==> src/rtl/ahbl_io_bank.sv <==
// rtl/ahbl_io_bank.sv - AHB-Lite slave with modifiable output registers, synchronised input words and an ID word
module ahbl_io_bank #(
  parameter int          NUM_OUT   = 4,
  parameter int          NUM_IN    = 2,
  parameter logic [31:0] RESET_VAL = 32'h0000_0000
) (
  input  logic                  HCLK,
  input  logic                  HRESET,
  input  logic                  HSEL,
  input  logic [31:0]           HADDR,
  input  logic [1:0]            HTRANS,
  input  logic                  HWRITE,
  input  logic [2:0]            HSIZE,
  input  logic [31:0]           HWDATA,
  input  logic                  HREADY,
  output logic [31:0]           HRDATA,
  output logic                  HREADYOUT,
  output logic                  HRESP,
  output logic [NUM_OUT*32-1:0] out_regs,
  input  logic [NUM_IN*32-1:0]  in_pins
);

  typedef enum logic [1:0] {S_OKAY, S_ERR1, S_ERR2} state_t;

  state_t                 state;
  logic [31:0]            regs [NUM_OUT];
  logic [NUM_IN*32-1:0]   sync1, sync2;
  logic                   dp_valid, dp_write;
  logic [11:0]            dp_addr;
  logic [2:0]             dp_size;
  logic                   accept, addr_err;
  logic [3:0]             be;
  logic [31:0]            mask, cur, mod_val, wr_val, rdata;
  logic                   unused_addr;

  assign unused_addr = ^HADDR[31:12];
  assign accept      = HSEL & HREADY & HTRANS[1];

  // Errors are decided entirely from the address phase, so the data phase only carries OK transfers.
  always_comb begin
    addr_err = 1'b0;
    if (HSIZE > 3'd2) addr_err = 1'b1;
    if (HSIZE == 3'd1 && HADDR[0]) addr_err = 1'b1;
    if (HSIZE == 3'd2 && HADDR[1:0] != 2'b00) addr_err = 1'b1;
    case (HADDR[11:10])
      2'b00:   if (int'({26'd0, HADDR[7:2]}) >= NUM_OUT) addr_err = 1'b1;
      2'b01:   if (int'({26'd0, HADDR[7:2]}) >= NUM_IN || HWRITE) addr_err = 1'b1;
      2'b10:   if (HADDR[9:2] != 8'd0 || HWRITE) addr_err = 1'b1;
      default: addr_err = 1'b1;
    endcase
  end

  always_comb begin
    case (dp_size)
      3'd0:    be = 4'b0001 << dp_addr[1:0];
      3'd1:    be = dp_addr[1] ? 4'b1100 : 4'b0011;
      default: be = 4'b1111;
    endcase
    mask = {{8{be[3]}}, {8{be[2]}}, {8{be[1]}}, {8{be[0]}}};
    cur = 32'd0;
    for (int k = 0; k < NUM_OUT; k++)
      if (dp_addr[7:2] == 6'(k)) cur = regs[k];
    case (dp_addr[9:8])
      2'b00:   mod_val = HWDATA;
      2'b01:   mod_val = cur | HWDATA;
      2'b10:   mod_val = cur & ~HWDATA;
      default: mod_val = cur ^ HWDATA;
    endcase
    wr_val = (cur & ~mask) | (mod_val & mask);
  end

  always_comb begin
    rdata = 32'd0;
    if (dp_valid && !dp_write) begin
      case (dp_addr[11:10])
        2'b00: rdata = cur;
        2'b01: begin
          for (int k = 0; k < NUM_IN; k++)
            if (dp_addr[7:2] == 6'(k)) rdata = sync2[32*k +: 32];
        end
        2'b10:   rdata = {8'hA5, 8'h01, 8'(NUM_IN), 8'(NUM_OUT)};
        default: rdata = 32'd0;
      endcase
    end
  end
  assign HRDATA = rdata;

  always_ff @(posedge HCLK or posedge HRESET) begin
    if (HRESET) begin
      for (int k = 0; k < NUM_OUT; k++) regs[k] <= RESET_VAL;
      sync1     <= '0;
      sync2     <= '0;
      dp_valid  <= 1'b0;
      dp_write  <= 1'b0;
      dp_addr   <= 12'd0;
      dp_size   <= 3'd0;
      state     <= S_OKAY;
      HREADYOUT <= 1'b1;
      HRESP     <= 1'b0;
    end else begin
      sync1 <= in_pins;
      sync2 <= sync1;
      // A low HREADY freezes the pending data phase and blocks new address phases.
      if (HREADY) begin
        if (dp_valid && dp_write)
          for (int k = 0; k < NUM_OUT; k++)
            if (dp_addr[7:2] == 6'(k)) regs[k] <= wr_val;
        dp_valid <= accept && !addr_err;
        dp_write <= HWRITE;
        dp_addr  <= HADDR[11:0];
        dp_size  <= HSIZE;
      end
      case (state)
        S_OKAY: if (accept && addr_err) begin
          state <= S_ERR1; HREADYOUT <= 1'b0; HRESP <= 1'b1;
        end
        S_ERR1: begin
          state <= S_ERR2; HREADYOUT <= 1'b1; HRESP <= 1'b1;
        end
        default: if (accept && addr_err) begin
          state <= S_ERR1; HREADYOUT <= 1'b0; HRESP <= 1'b1;
        end else begin
          state <= S_OKAY; HREADYOUT <= 1'b1; HRESP <= 1'b0;
        end
      endcase
    end
  end

  for (genvar g = 0; g < NUM_OUT; g++) begin : g_out
    assign out_regs[32*g +: 32] = regs[g];
  end

endmodule

==> config.mk <==
export PLATFORM = sky130hd
export DESIGN_NAME = ahbl_io_bank
export DESIGN_NICKNAME = d
export VERILOG_FILES = /design/src/rtl/ahbl_io_bank.sv
export SDC_FILE = /design/constraint.sdc
export NUM_CORES = 1
export LEC_CHECK = 0
export ABC_AREA = 1
export ABC_CLOCK_PERIOD_IN_PS = 24500
export BUFFER_PORTS_ARGS = -buffer_cell sky130_fd_sc_hd__buf_2
export CORE_MARGIN = 5
export CORE_UTILIZATION = 40
export CTS_CLUSTER_SIZE = 12
export DETAILED_ROUTE_END_ITERATION = 10
export GPL_TIMING_DRIVEN = 0
export PLACE_DENSITY = 0.62
export SLEW_MARGIN = 30
export SYNTH_ARGS = -nofsm -noshare
export SYNTH_HDL_FRONTEND = slang
export SYNTH_SLANG_ARGS = --single-unit
==> constraint.sdc <==
create_clock -name HCLK -period 24.5 [get_ports HCLK]
set_input_delay 1.225 -clock HCLK [delete_from_list [all_inputs] [get_ports HCLK]]
set_output_delay 1.225 -clock HCLK [all_outputs]
set_load 0.01 [all_outputs]
==> qor.txt <==
GP Congestion -> 0.962
Slew Limit Fails -> 0
Post-synthesis adder-cell area fraction -> 3.18%
Ratio of cells with drive above 1 in the final layout -> 21.7%
Area Growth Syn to Fin -> 22.2%
Internal -> 0.796 mW
Crit path time final -> 4.05 ns
Combinational family with the most area after synthesis -> simple AND/OR/NAND/NOR gates
Max Root-Sink Buffers -> 3
Synth Area in Simple Gates -> 30.9%
Port Buffers -> 277
Number of synthesized flops with an enable pin -> 0
Syn Inst Count -> 1,619
Initial core utilization -> 40.2%
Post-CTS Setup Bufs -> 0
GRT overflow -> 0
Die Span Y -> 193 µm
WS Path Type -> reg2out
Setup TNS -> 0 ns
CP most frequent cell -> nand4_1
Initial antenna violation count -> 1
Post-Syn Area -> 13,400 µm²
Max Fclk -> 0.247 GHz
Final ANT Viol Nets -> 0
Arrival time of the worst setup path -> 2.82 ns
Sequential area share after synthesis -> 51.9%
Yosys reg bits -> 277
CTS Hold Bufs -> 0
Final Hold Vio Count -> 0
Die ar. -> 37,200 µm²
Pwr Total -> 1.13 mW
Reg clk slew, reported paths -> 0.06 ns
CP cell instances -> nor2_4, clkbuf_1, nand4_1, nand4_1, nand2_1, a21oi_1, buf_2
Sw Share -> 29.5%
Nets -> 2,102
Post-Route WL -> 49,700 µm
HPWL Detailed -> 36,900 µm
Syn_area_per_cell -> 8.26 µm²
First-pass GRT wire length -> 74,500 µm
Clk Latency, worst-skew pair -> 0.57 ns
Gr usage total -> 26.5%
Slew HR -> 53.4%
Vias in the first global route -> 12,600
P_leak -> 8.89 nW
CTS tree -> built
DRC -> 0
CTS resizes -> 0
Largest net degree at the start of global routing -> 102
Final WS setup -> 20.45 ns
Place WS -> 21.08 ns
Final Cycle Share -> 16.5%
Hold_ws -> 0.341 ns
Core Area -> 33,300 µm²
Ys Warns -> 0
RSZ-0062 raised after global routing -> no
Die width -> 193 µm
Status -> finished, final reports clean
HP Class -> reg2reg
Cell variety after synth -> 27
# setup viols final -> 0
Max Cap Violations -> 0
Crit path max fanout -> 10
Worst Setup End Kind -> primary output
Slowest stage cell, crit path -> clkbuf_1
Crit path max-delay family -> simple AND/OR/NAND/NOR gates
Vias/cell -> 5.41
Combinational power share -> 16.6%
Top FF cell, synth -> dfrtp_1
VDD IR max -> 0.0000783 V
FP Rows -> 67
Initial drt markers -> 1,165
I/O pins -> 300
Most frequent cell after synthesis -> nand2_1
Mux contribution to synthesized area -> 0%
Buf/Inv on CP -> 2
Startpoint types -> flip-flop
CP max stage delay -> 0.58 ns
Post-Syn Nets -> 1,791
Synth cell count leaders -> nand2_1, dfrtp_1, nand3_1
Sequential power share -> 44.6%
Synth Area in XOR/XNOR -> 0%
Required time worst endpoint -> 23.27 ns
Synth top area share -> 51.7%
Power share of the clock group -> 38.8%
Root buffer cell -> clkbuf_16
DR pass1 iterations -> 6
Vias -> 13,000
Compound-cell area share of the yosys netlist -> 6.09%
Clock Skews -> 0.0176 ns
Slew at the pin closest to its max-slew limit -> 0.700 ns
Post-synth top area cell -> dfrtp_1
Cell Pwr Density -> 69.2 nW/µm²
Asr flop ratio synth -> 100%
H-tree depth -> 1
Psw -> 0.333 mW
Top post-synthesis cells by area -> dfrtp_1, nand2_1, nand4_1
Clock sink total -> 277
Wire per inst -> 20.7 µm
Cts bufs inserted -> 30
## per-layer routing
layer  track usage [%]  routed length [µm]
met5                 0                   0
met4              11.6                2370
met3              5.90                5300
met2              41.0               21900
met1              35.8               20200
## cells in the final DEF (no fill, tap or decap), drive strengths merged
| master | count |
|---|---|
| nand2 | 529 |
| buf | 350 |
| dfrtp | 276 |
| nand3 | 174 |
| inv | 161 |
| nand4 | 139 |
| nor2 | 74 |
| clkbuf | 62 |
| o21ai | 45 |
| o22ai | 40 |
| ha | 34 |
| a21oi | 27 |
| o221ai | 18 |
| clkinv | 7 |
| o211ai | 5 |
| nor3 | 2 |
| clkinvlp | 2 |
| diode | 1 |
| dfstp | 1 |
| a22o | 1 |
| or2 | 1 |
| bufinv | 1 |
## sequential cells by signal, summed over array words and instances (netlist names)
name,count
dp_write,1
HREADYOUT,1
HRESP,1
sync2,64
sync1,64
dp_valid,1
dp_addr,12
out_regs,128
state,2
dp_size,3
## cells by family after synthesis
| group | Yosys count |
|---|---|
| and+or+nand+nor | 919 |
| adders and majority gates | 34 |
| buffers and inverters | 253 |
| AOI/OAI and AO/OA | 136 |
| DFF | 277 |
## final timing paths
kind / start / endpoint / slack, ns / cells after the start
max: dp_addr[5] / HRDATA[13] / 20.45 / 7
min: sync1[57] / sync2[57] / 0.34 / 0
max reg2reg: dp_addr[5] / out_regs[116] / 21.80 / 10
min reg2reg: sync1[57] / sync2[57] / 0.34 / 0
max in group asynchronous: HRESET / out_regs[15] / 22.83 / 3
min in group asynchronous: HRESET / sync1[29] / 0.76 / 2
## layout make-up
type	instances	area, µm²
Sequential cell	277	6930
Clock inverter	8	73.8
Buffer	90	459
Antenna cell	1	2.50
Tap cell	448	561
Timing Repair Buffer	279	1440
Multi-Input combinational cell	1089	5370
Inverter	163	619
Fill cell	3285	16900
Clock buffer	43	881
## worst register-to-register path: stages, from the launching register on
cell	delay [ns]
dfrtp_1	0.40
nor2_4	0.32
clkbuf_1	0.59
nand4_1	0.22
nand4_1	0.30
ha_1	0.30
nand2_1	0.06
o221ai_1	0.11
nand2_1	0.16
nand3_1	0.10
nand2_1	0.07
## power by group through the flow
stage | logic, mW | registers, mW | clock network [mW]
final | 0.187 | 0.504 | 0.439
after global routing | 0.207 | 0.506 | 0.465
after global placement | 0.180 | 0.511 | 0
after detailed placement | 0.184 | 0.511 | 0
after floorplan | 0.103 | 0.513 | 0
after CTS | 0.185 | 0.503 | 0.445
## per-stage QoR
stage / instance area [µm²] / utilization, % / cells
after floorplan: 13400 / - / 1619
after global placement: 15300 / 46.0 / 2344
after detailed placement: 15400 / 46.2 / 2346
after CTS: 16300 / 49.1 / 2397
after global routing: 16300 / 49.1 / 2398
final: 16300 / 49.1 / 2398
(Power assumes the default switching activity.)
